[src/rtl/song_sequencer_pkg.sv]
// Shared constants, ROM field layout and state encoding
// for the song sequencer and its step timer.
package song_sequencer_pkg;

   localparam int TONE_W = 4;
   localparam int DUR_W = 4;
   localparam int ROM_W = 20;
   localparam logic [TONE_W-1:0] TONE_REST = 4'd0;

   localparam int DUR_LSB = 16;
   localparam int TONE0_LSB = 0;
   localparam int TONE1_LSB = 4;
   localparam int TONE2_LSB = 8;
   localparam int TONE3_LSB = 12;

   typedef enum logic [1:0] {
      IDLE  = 2'd0,
      FETCH = 2'd1,
      LATCH = 2'd2,
      HOLD  = 2'd3
   } seq_state_t;

   function automatic logic [DUR_W-1:0] dur_of(
      input logic [ROM_W-1:0] d
   );
      return d[DUR_LSB +: DUR_W];
   endfunction

   function automatic logic [TONE_W-1:0] tone_of(
      input logic [4*TONE_W-1:0] t,
      input int lsb
   );
      return t[lsb +: TONE_W];
   endfunction

endpackage

[src/rtl/song_sequencer_if.sv]
// Note ROM bus: registered address out, data back one cycle later.
interface song_sequencer_if #(
   parameter int ADDR_W = 6
) ();

   logic [ADDR_W-1:0] rom_addr;
   logic [song_sequencer_pkg::ROM_W-1:0] rom_data;

   modport master (
      output rom_addr,
      input  rom_data
   );

   modport slave (
      input  rom_addr,
      output rom_data
   );

endinterface

[src/rtl/song_sequencer_step_timer.sv]
// Tempo prescaler: counts 0..PERIOD-1 while enabled, ticks on the wrap.
module step_timer #(
   parameter logic [31:0] PERIOD = 32'd3_072_000
) (
   input  logic clk,
   input  logic reset,
   input  logic clear,
   input  logic en,
   output logic tick
);

   logic [31:0] cnt;
   logic wrap;

   assign wrap = (cnt == PERIOD - 32'd1);
   assign tick = en && !clear && wrap;

   always_ff @(posedge clk or posedge reset) begin
      if (reset) begin
         cnt <= '0;
      end else if (clear) begin
         cnt <= '0;
      end else if (en) begin
         cnt <= wrap ? '0 : cnt + 32'd1;
      end
   end

endmodule

[src/rtl/song_sequencer.sv]
// 4-voice song player: walks the note ROM at a fixed tempo with
// per-note durations, play/stop/loop control and done signalling.
module song_sequencer
   import song_sequencer_pkg::*;
#(
   parameter logic [31:0] CLK_SPEED = 32'd12_288_000,
   parameter logic [31:0] STEP_RATE = 32'd4,
   parameter int ADDR_W = 6
) (
   input  logic clk,
   input  logic reset,
   input  logic play,
   input  logic stop,
   input  logic loop_en,
   song_sequencer_if.master rom,
   output logic [TONE_W-1:0] tone0,
   output logic [TONE_W-1:0] tone1,
   output logic [TONE_W-1:0] tone2,
   output logic [TONE_W-1:0] tone3,
   output logic [ADDR_W-1:0] note_index,
   output logic busy,
   output logic step_pulse,
   output logic done
);

   localparam logic [31:0] PERIOD = CLK_SPEED / STEP_RATE;
   localparam logic [ADDR_W-1:0] LAST = '1;

   seq_state_t state, state_n;
   logic [ADDR_W-1:0] index, index_n;
   logic [ADDR_W-1:0] addr;
   logic [DUR_W-1:0] dur_cnt;
   logic [DUR_W-1:0] rom_dur;
   logic [4*TONE_W-1:0] tones;
   logic note_ld, tone_clr, done_n, dec;
   logic in_hold, tick;

   assign rom_dur = dur_of(rom.rom_data);
   assign in_hold = (state == HOLD);
   assign rom.rom_addr = addr;

   assign tone0 = tone_of(tones, TONE0_LSB);
   assign tone1 = tone_of(tones, TONE1_LSB);
   assign tone2 = tone_of(tones, TONE2_LSB);
   assign tone3 = tone_of(tones, TONE3_LSB);

   assign busy = (state != IDLE);
   assign step_pulse = tick;

   step_timer #(
      .PERIOD (PERIOD)
   ) u_timer (
      .clk   (clk),
      .reset (reset),
      .clear (!in_hold),
      .en    (in_hold),
      .tick  (tick)
   );

   always_ff @(posedge clk or posedge reset) begin
      if (reset) begin
         state <= IDLE;
         index <= '0;
         addr <= '0;
         note_index <= '0;
         dur_cnt <= '0;
         tones <= '0;
         done <= 1'b0;
      end else begin
         state <= state_n;
         index <= index_n;
         done <= done_n;
         // Address is registered on entry so ROM data lands in LATCH.
         if (state_n == FETCH) begin
            addr <= index_n;
         end
         if (tone_clr) begin
            tones <= {4{TONE_REST}};
         end else if (note_ld) begin
            tones <= rom.rom_data[4*TONE_W-1:0];
            note_index <= index;
         end
         if (note_ld) begin
            dur_cnt <= rom_dur;
         end else if (dec) begin
            dur_cnt <= dur_cnt - DUR_W'(1);
         end
      end
   end

   always_comb begin
      state_n = state;
      index_n = index;
      note_ld = 1'b0;
      tone_clr = 1'b0;
      done_n = 1'b0;
      dec = 1'b0;
      if (stop) begin
         state_n = IDLE;
         tone_clr = 1'b1;
      end else if (play) begin
         state_n = FETCH;
         index_n = '0;
      end else begin
         unique case (state)
            IDLE: begin
               state_n = IDLE;
            end
            FETCH: begin
               state_n = LATCH;
            end
            LATCH: begin
               if (rom_dur != '0) begin
                  note_ld = 1'b1;
                  state_n = HOLD;
               end else if (loop_en && index != '0) begin
                  index_n = '0;
                  state_n = FETCH;
               end else begin
                  tone_clr = 1'b1;
                  done_n = 1'b1;
                  state_n = IDLE;
               end
            end
            HOLD: begin
               if (tick) begin
                  dec = 1'b1;
                  if (dur_cnt == DUR_W'(1)) begin
                     if (index != LAST) begin
                        index_n = index + ADDR_W'(1);
                        state_n = FETCH;
                     end else if (loop_en) begin
                        index_n = '0;
                        state_n = FETCH;
                     end else begin
                        tone_clr = 1'b1;
                        done_n = 1'b1;
                        state_n = IDLE;
                     end
                  end
               end
            end
            default: begin
               state_n = IDLE;
            end
         endcase
      end
   end

endmodule
[src/flat_wrapper.sv]
// flat-port wrapper written by rule: the top's interface ports become plain ports
module song_sequencer_flat import song_sequencer_pkg::*;
#(
   parameter logic [31:0] CLK_SPEED = 32'd12_288_000,
   parameter logic [31:0] STEP_RATE = 32'd4,
   parameter int ADDR_W = 6
)
  (clk, reset, play, stop, loop_en, tone0, tone1, tone2, tone3, note_index, busy, step_pulse, done, rom_rom_addr, rom_rom_data);
  song_sequencer_if #(.ADDR_W(ADDR_W)) rom_i ();
  input  logic clk;
  input  logic reset;
  input  logic play;
  input  logic stop;
  input  logic loop_en;
  output logic [TONE_W-1:0] tone0;
  output logic [TONE_W-1:0] tone1;
  output logic [TONE_W-1:0] tone2;
  output logic [TONE_W-1:0] tone3;
  output logic [ADDR_W-1:0] note_index;
  output logic busy;
  output logic step_pulse;
  output logic done;
  output wire logic [$bits(rom_i.rom_addr)-1:0] rom_rom_addr;
  input wire logic [$bits(rom_i.rom_data)-1:0] rom_rom_data;
  assign rom_rom_addr = rom_i.rom_addr;
  assign rom_i.rom_data = rom_rom_data;
  song_sequencer #(.CLK_SPEED(CLK_SPEED), .STEP_RATE(STEP_RATE), .ADDR_W(ADDR_W)) u_core (.clk(clk), .reset(reset), .play(play), .stop(stop), .loop_en(loop_en), .rom(rom_i), .tone0(tone0), .tone1(tone1), .tone2(tone2), .tone3(tone3), .note_index(note_index), .busy(busy), .step_pulse(step_pulse), .done(done));
endmodule
[config.mk]
export PLATFORM = sky130hd
export DESIGN_NAME = song_sequencer_flat
export DESIGN_NICKNAME = d
export VERILOG_FILES = /design/src/rtl/song_sequencer_pkg.sv /design/src/rtl/song_sequencer_if.sv /design/src/rtl/song_sequencer_step_timer.sv /design/src/rtl/song_sequencer.sv /design/src/flat_wrapper.sv
export SDC_FILE = /design/constraint.sdc
export NUM_CORES = 1
export LEC_CHECK = 0
export CAP_MARGIN = 15
export CORE_MARGIN = 5
export CORE_UTILIZATION = 57
export DETAILED_ROUTE_END_ITERATION = 8
export GPL_ROUTABILITY_DRIVEN = 1
export PLACE_DENSITY_LB_ADDON = 0.15
export SLEW_MARGIN = 10
export SYNTH_ARGS = -nofsm -noshare
export SYNTH_HDL_FRONTEND = slang
export SYNTH_HIERARCHICAL = 1
export SYNTH_SLANG_ARGS = --single-unit
[constraint.sdc]
create_clock -name clk -period 6.2 [get_ports clk]
set_input_delay 1.24 -clock clk [delete_from_list [all_inputs] [get_ports clk]]
set_output_delay 1.24 -clock clk [all_outputs]
set_load 0.02 [all_outputs]
After elaboration in Yosys (flattened, before gate mapping)
Cells that the tools add are included.
Widths: inputs -> output; s select.

word-level totals
  bits in registers = 73
  bits in latches = 0
  bits in writable memories = 0
  memory bits (read-only) = 0
  input port bits = 25
  output and inout bits = 31
  word-level logic and storage cells = 70
  memories = 0

operators by class
  add/subtract/negate cells = 3
  multipliers = 0
  div/mod/pow operators = 0
  order comparisons = 0
  eq/ne operators = 7
  shift operators = 0
  multiplexer cells = 42
  bitwise logic cells = 1
  reductions and logical operators = 9

operators with widths
  cell                   count
  $mux 32                2
  $mux 6                 8
  $add 32x1->32 const B  1
  $eq 32x22->1 const B   1
  $mux 16                2
  $mux 1                 19
  $mux 2                 6
  $pmux 6 s2             1
  $mux 4                 2
  $pmux 2 s4             1
  $add 6x1->6 const B    1
  $ne 6x6->1 const B     1
  $reduce_bool 2->1      3
  $reduce_bool 6->1      1
  $eq 2x1->1 const B     2
  $eq 2x2->1 const B     2
  $eq 4x1->1 const B     1
  $reduce_bool 4->1      1
  $sub 4x1->4 const B    1
  $logic_and 1x1->1      2
  $logic_not 2->1        1
  $pmux 1 s2             1
  $reduce_and 2->1       1
  $not 1->1              1

Depth between registers and ports, before layout
  word-level depth = 9
  mapped depth = 13
  depth with buffers taken out = 9

Hierarchy
Netlist, hierarchy kept.

modules (own cells, without submodules)
  module          times used  cells an instance  area each (µm²)  seq. area each (µm²)
  song_sequencer  1           175                1984.4           1026.0
  step_timer      1           221                1945.6           800.8

Least setup slack after synthesis
OpenSTA, ideal clock, no wires.

  path type = reg2reg
  start = reg u_core.u_timer.cnt[0]
  end = reg u_core.tones[0]
  library setup time = 0.121 ns
  arrival = 3.296 ns
  data required time = 6.079 ns
  setup slack = 2.783 ns
  cell stages (with the launch flop) = 12
  buffers on the path = 2
  period minus slack after synthesis = 3.417 ns
  cell sequence = dfrtp_1 > ha_1 > nand3_1 > or4_4 > nor4_1 > nor4bb_1 > buf_2 > nand2_1 > o31ai_1 > o22ai_1 > buf_2 > a22o_1

between the ends
  cells in the longest elaborated chain, start to end = 7
  elaborated cells between the ends (all ways) = 8
  classes of those cells = eq/ne (1); mux (5); reduce/logical (2)

RTL lines
  item                                          line                             text
  from (decl)                                   song_sequencer_step_timer.sv:12  logic [31:0] cnt;
  from (signal assigned)                        song_sequencer_step_timer.sv:24  cnt <= wrap ? '0 : cnt + 32'd1;
  $eq 32x22->1 (*)                              song_sequencer_step_timer.sv:15  assign wrap = (cnt == PERIOD - 32'd1);
  $logic_and 1x1->1 (*)                         song_sequencer_step_timer.sv:16  assign tick = en && !clear && wrap;
  net step_pulse                                flat_wrapper.sv:21               output logic step_pulse;
  $mux 1 (*)                                    song_sequencer.sv:126            if (tick) begin
  $pmux 1 s2 (*)                                song_sequencer.sv:105            unique case (state)
  $mux 1 (*)                                    song_sequencer.sv:101            end else if (play) begin
  $mux 1 (*)                                    song_sequencer.sv:98             if (stop) begin
  $mux 16 or $reduce_bool 2->1 (tied branches)  n/a
  to (signal assigned)                          song_sequencer.sv:78             tones <= {4{TONE_REST}};
  to (signal assigned)                          song_sequencer.sv:80             tones <= rom.rom_data[4*TONE_W-1:0];
  to (decl)                                     song_sequencer.sv:34             logic [4*TONE_W-1:0] tones;

The timed path passes the listed nets; every way through them passes the cells marked *.
A chain may end at the register's enable or synchronous reset.

Worst setup path in the final report
  start = reg u_core.state[0]
  end = out step_pulse

between the ends
  cells in the longest elaborated chain, start to end = 2

RTL lines
  item                    line                             text
  from (decl)             song_sequencer.sv:29             seq_state_t state, state_n;
  from (signal assigned)  song_sequencer.sv:70             state <= state_n;
  $eq 2x2->1              song_sequencer.sv:39             assign in_hold = (state == HOLD);
  $logic_and 1x1->1       song_sequencer_step_timer.sv:16
  to (decl)               flat_wrapper.sv:21

No other way between the ends.

==> summary.md <==
| Metric | Value |
|---|---|
| Run status | completed |
| Count of final max-slew check failures | 0 |
| Final Cycle Share | 68.6% |
| Avg Vias per Cell | 6.33 |
| Fraction of registers with async set/reset | 100% |
| Core area | 6760 µm² |
| Starting density of the core | 58.2% |
| Lkg Pwr | 2.00 nW |
| Area grow syn2layout | 20.5% |
| Routed Antenna Nets | 0 |
| Max FO, Critical Path | 19 |
| First-pass GRT wire length | 15400 µm |
| Peak supply drop | 123 µV |
| Routed WL | 9200 µm |
| Max Clock Skew | 0.00987 ns |
| Worst r2r dst | u_core/tones[1] |
| Main synth FF type | dfrtp_1 |
| Die width | 93.0 µm |
| Worst EP required | 4.96 ns |
| Critical-path top delay cell | clkdlybuf4s50_1 |
| TritonCTS Buffers | 9 |
| Initial antenna violation count | 0 |
| DR iter-0 viols | 179 |
| Port bufs | 55 |
| Via Count | 3374 |
| Most used cell, CP | nand2_1 |
| DIE HEIGHT | 93.0 µm |
| DR DRC count | 0 |
| Die area | 8660 µm² |
| # IOs | 56 |
| Pwr per Cell Area | 208 nW/µm² |
| Worst R2R Start | u_core/state[0] |
| H-tree levels | 3 |
| CP startpoint kind | flop |
| Flops & latches, synth | 73 |
| Multi-input logic area | 1920 µm² |
| Clock root cell | clkbuf_8 |
| TritonCTS clock tree | built |
| Nets@finish | 479 |
| Register Area | 1830 µm² |
| Hold path depth | 1 |
| Clk Latency, worst-skew pair | 0.34 ns |
| Wire length per cell | 17.3 µm |
| CTS clk-pin slew, worst paths | 0.07 ns |
| YS warnings | 6 |
| Hold Fails Final Rpt | 0 |
| Register area share after synthesis | 46.5% |
| Worst hold start | u_core/rom.rom_addr[0] |
| Post-Syn Nets | 426 |
| Routability Congestion | 0.919 |
| Non-Filler Instances | 533 |
| Max Clock Freq | 0.235 GHz |
| Vias in the first global route | 3180 |
| Fin crit period | 4.25 ns |
| # diodes | 0 |
| All-Layer GR Usage | 22.3% |
| WHS Endpoint | u_core/rom.rom_addr[0] |
| Router iterations before antenna repair | 7 |
| Critical path type | reg2out |
| Setup violators final | 0 |
| Post-synth EDFFs | 0 |
| Cell Rows | 30 |
| Reg-to-reg setup timing slack | 2.65 ns |
| Hpwl dp | 6320 µm |
| Worst hold path type | reg2reg |
| Worst-margin pin slew | 1.11 ns |
| CP Capture Type | output port |
| Synth Area per Inst | 9.92 µm² |
| CP Cell Sequence | nand2_1, inv_1, nand2_1, nor4_1, clkdlybuf4s50_1 |
| GRT Residual Overflow | 0 |
| Cts hold-fix bufs | 0 |
| Share of layout cells above drive strength 1 | 11.3% |
| CTS max path bufs | 2 |
| Max incr delay on CP | 0.72 ns |
| Distinct cell type count of the synthesized netlist | 64 |
| Mapped Area | 3930 µm² |
| Critical path arrival | 3.01 ns |
| Filler cells | 516 |
| Post-CTS Repair Setup Buffers | 0 |
| Placed insts | 518 |
| Clk sinks | 73 |
| Rel. slew slack | 26.3% |
| Gate Count Post-Synth | 396 |
| Unrepaired setup endpoints after global routing | no |
| Post_cts resized | 0 |
| MaxCap Viol Count | 0 |
| TNS Setup | 0 ns |
| Worst r2r path cells | 10 |
| Largest net degree at the start of global routing | 42 |
-- critical path, delay by kind of cell (launching register included) --
family | cells | cell delay [ns]
flip-flops | 1 | 0.42
buffers and inverters | 2 | 1.22
AND/OR/NAND/NOR | 3 | 1.03
-- sequential cells by signal (all words and copies together), names as in the netlist --
signal and flops:
u_core/dur_cnt 4, u_core/note_index 6, u_core/rom.rom_addr 6, u_core/state 2, u_core/tones 16, u_core/done 1
u_core/u_timer/cnt 32, u_core/index 6
-- cell usage in the layout, fill, tap and decap left out, types with 5 or more instances in the layout --
cell type / n
dfrtp_1: 73
clkdlybuf4s50_1: 55
nand2_1: 40
nand3_1: 27
inv_1: 23
o21ai_0: 20
a22o_1: 17
or3_1: 16
nor2_1: 13
a21oi_1: 12
clkbuf_8: 10
nand4_1: 10
nor3_1: 9
mux2_2: 8
and3_1: 7
nor4_1: 7
or4_1: 6
a21o_1: 6
xnor2_1: 5
xor2_1: 5
ha_1: 5
and2_1: 5
-- power by group --
group / internal (mW) / switching, mW
combinational: 0.0367 / 0.0417
clock: 0.235 / 0.175
sequential: 0.486 / 0.0104
total: 0.757 / 0.227
-- per-layer routing --
metal	part of all wire, %	wire length (µm)	track usage, %	up-vias
li1	-	-	-	1577
met1	44	4020	29.9	1660
met2	49	4510	35.5	127
met3	6.0	555	4.26	10
met4	1.3	118	9.28	0
met5	0	0	0	-
-- area by class of cell --
type | count | area share, %
Clock buffer | 10 | 2.91
Multi-Input combinational cell | 283 | 40.6
Tap cell | 80 | 2.11
Inverter | 23 | 1.82
Timing Repair Buffer | 59 | 12.3
Sequential cell | 73 | 38.6
Clock inverter | 5 | 1.69
-- metrics by stage --
step | area [µm²] | utilization (%) | hold WS, ns | setup slack [ns] | total power, mW
final | 4730 | 70.1 | 0.483 | 1.95 | 0.984
after CTS | 4730 | 70.0 | 0.488 | 1.90 | 0.992
after detailed placement | 4510 | 66.8 | 0.471 | 2.30 | 0.584
after global routing | 4730 | 70.1 | 0.503 | 1.75 | 1.03
after global placement | 4510 | 66.8 | 0.466 | 2.30 | 0.581
after floorplan | 3930 | - | 0.479 | 2.78 | 0.546
-- cell families (layout without fill, tap and decap cells) --
| family | after synthesis | after routing | share of synthesized area, % |
|---|---|---|---|
| XOR/XNOR | 10 | 10 | 2.23 |
| flip-flops | 73 | 73 | 46.5 |
| AND/OR/NAND/NOR | 162 | 162 | 23.5 |
| AO/OA/AOI/OAI | 96 | 96 | 18.4 |
| multiplexers | 10 | 10 | 3.06 |
| buffers and inverters | 40 | 97 | 4.74 |
| adder cells (fa/ha/maj) | 5 | 5 | 1.59 |
-- how the worst max path moves through the flow --
stage / start / to / slack [ns] / cells after the start
finish: u_core/state[0] / step_pulse / 1.95 / 5
global route: u_core/state[1] / step_pulse / 1.75 / 5
CTS: u_core/state[0] / step_pulse / 1.90 / 5
detailed placement: u_core/state[0] / step_pulse / 2.30 / 5
global placement: u_core/state[0] / step_pulse / 2.30 / 5
floorplan: u_core/u_timer/cnt[0] / u_core/tones[0] / 2.78 / 11
-- cells in the mapped netlist, types with 2 or more instances --
library cell   n  area, µm²
xor2_1         5       43.8
nor2b_1        2       12.5
or4_1          6       45.0
buf_2          8       40.0
a21o_2         2       17.5
nor2_1        13       48.8
and3_1         7       43.8
dfrtp_1       73       1830
o21ai_0       20        100
a31oi_1        4       25.0
clkbuf_1       5       18.8
o22ai_1        2       12.5
o311ai_1       2       17.5
nor4_1         7       43.8
a21oi_2        2       17.5
a21oi_1       12       60.1
and2_1         5       31.3
nand3_1       27        135
and4_1         4       35.0
a22o_1        17        149
a32o_1         3       30.0
o21ai_1        3       15.0
or3_1         16        100
o31a_1         3       26.3
nand2_1       40        150
inv_1         23       86.3
mux2_2         8       90.1
o211ai_2       3       37.5
nand2b_1       3       18.8
xnor2_1        5       43.8
ha_1           5       62.6
o31ai_1        3       22.5
nand4_1       10       62.6
nor3_1         9       45.0
buf_4          2       15.0
mux2_4         2       30.0
a311oi_1       2       17.5
a21o_1         6       45.0
nor4b_1        2       17.5
Power figures use the tool's default switching activity.
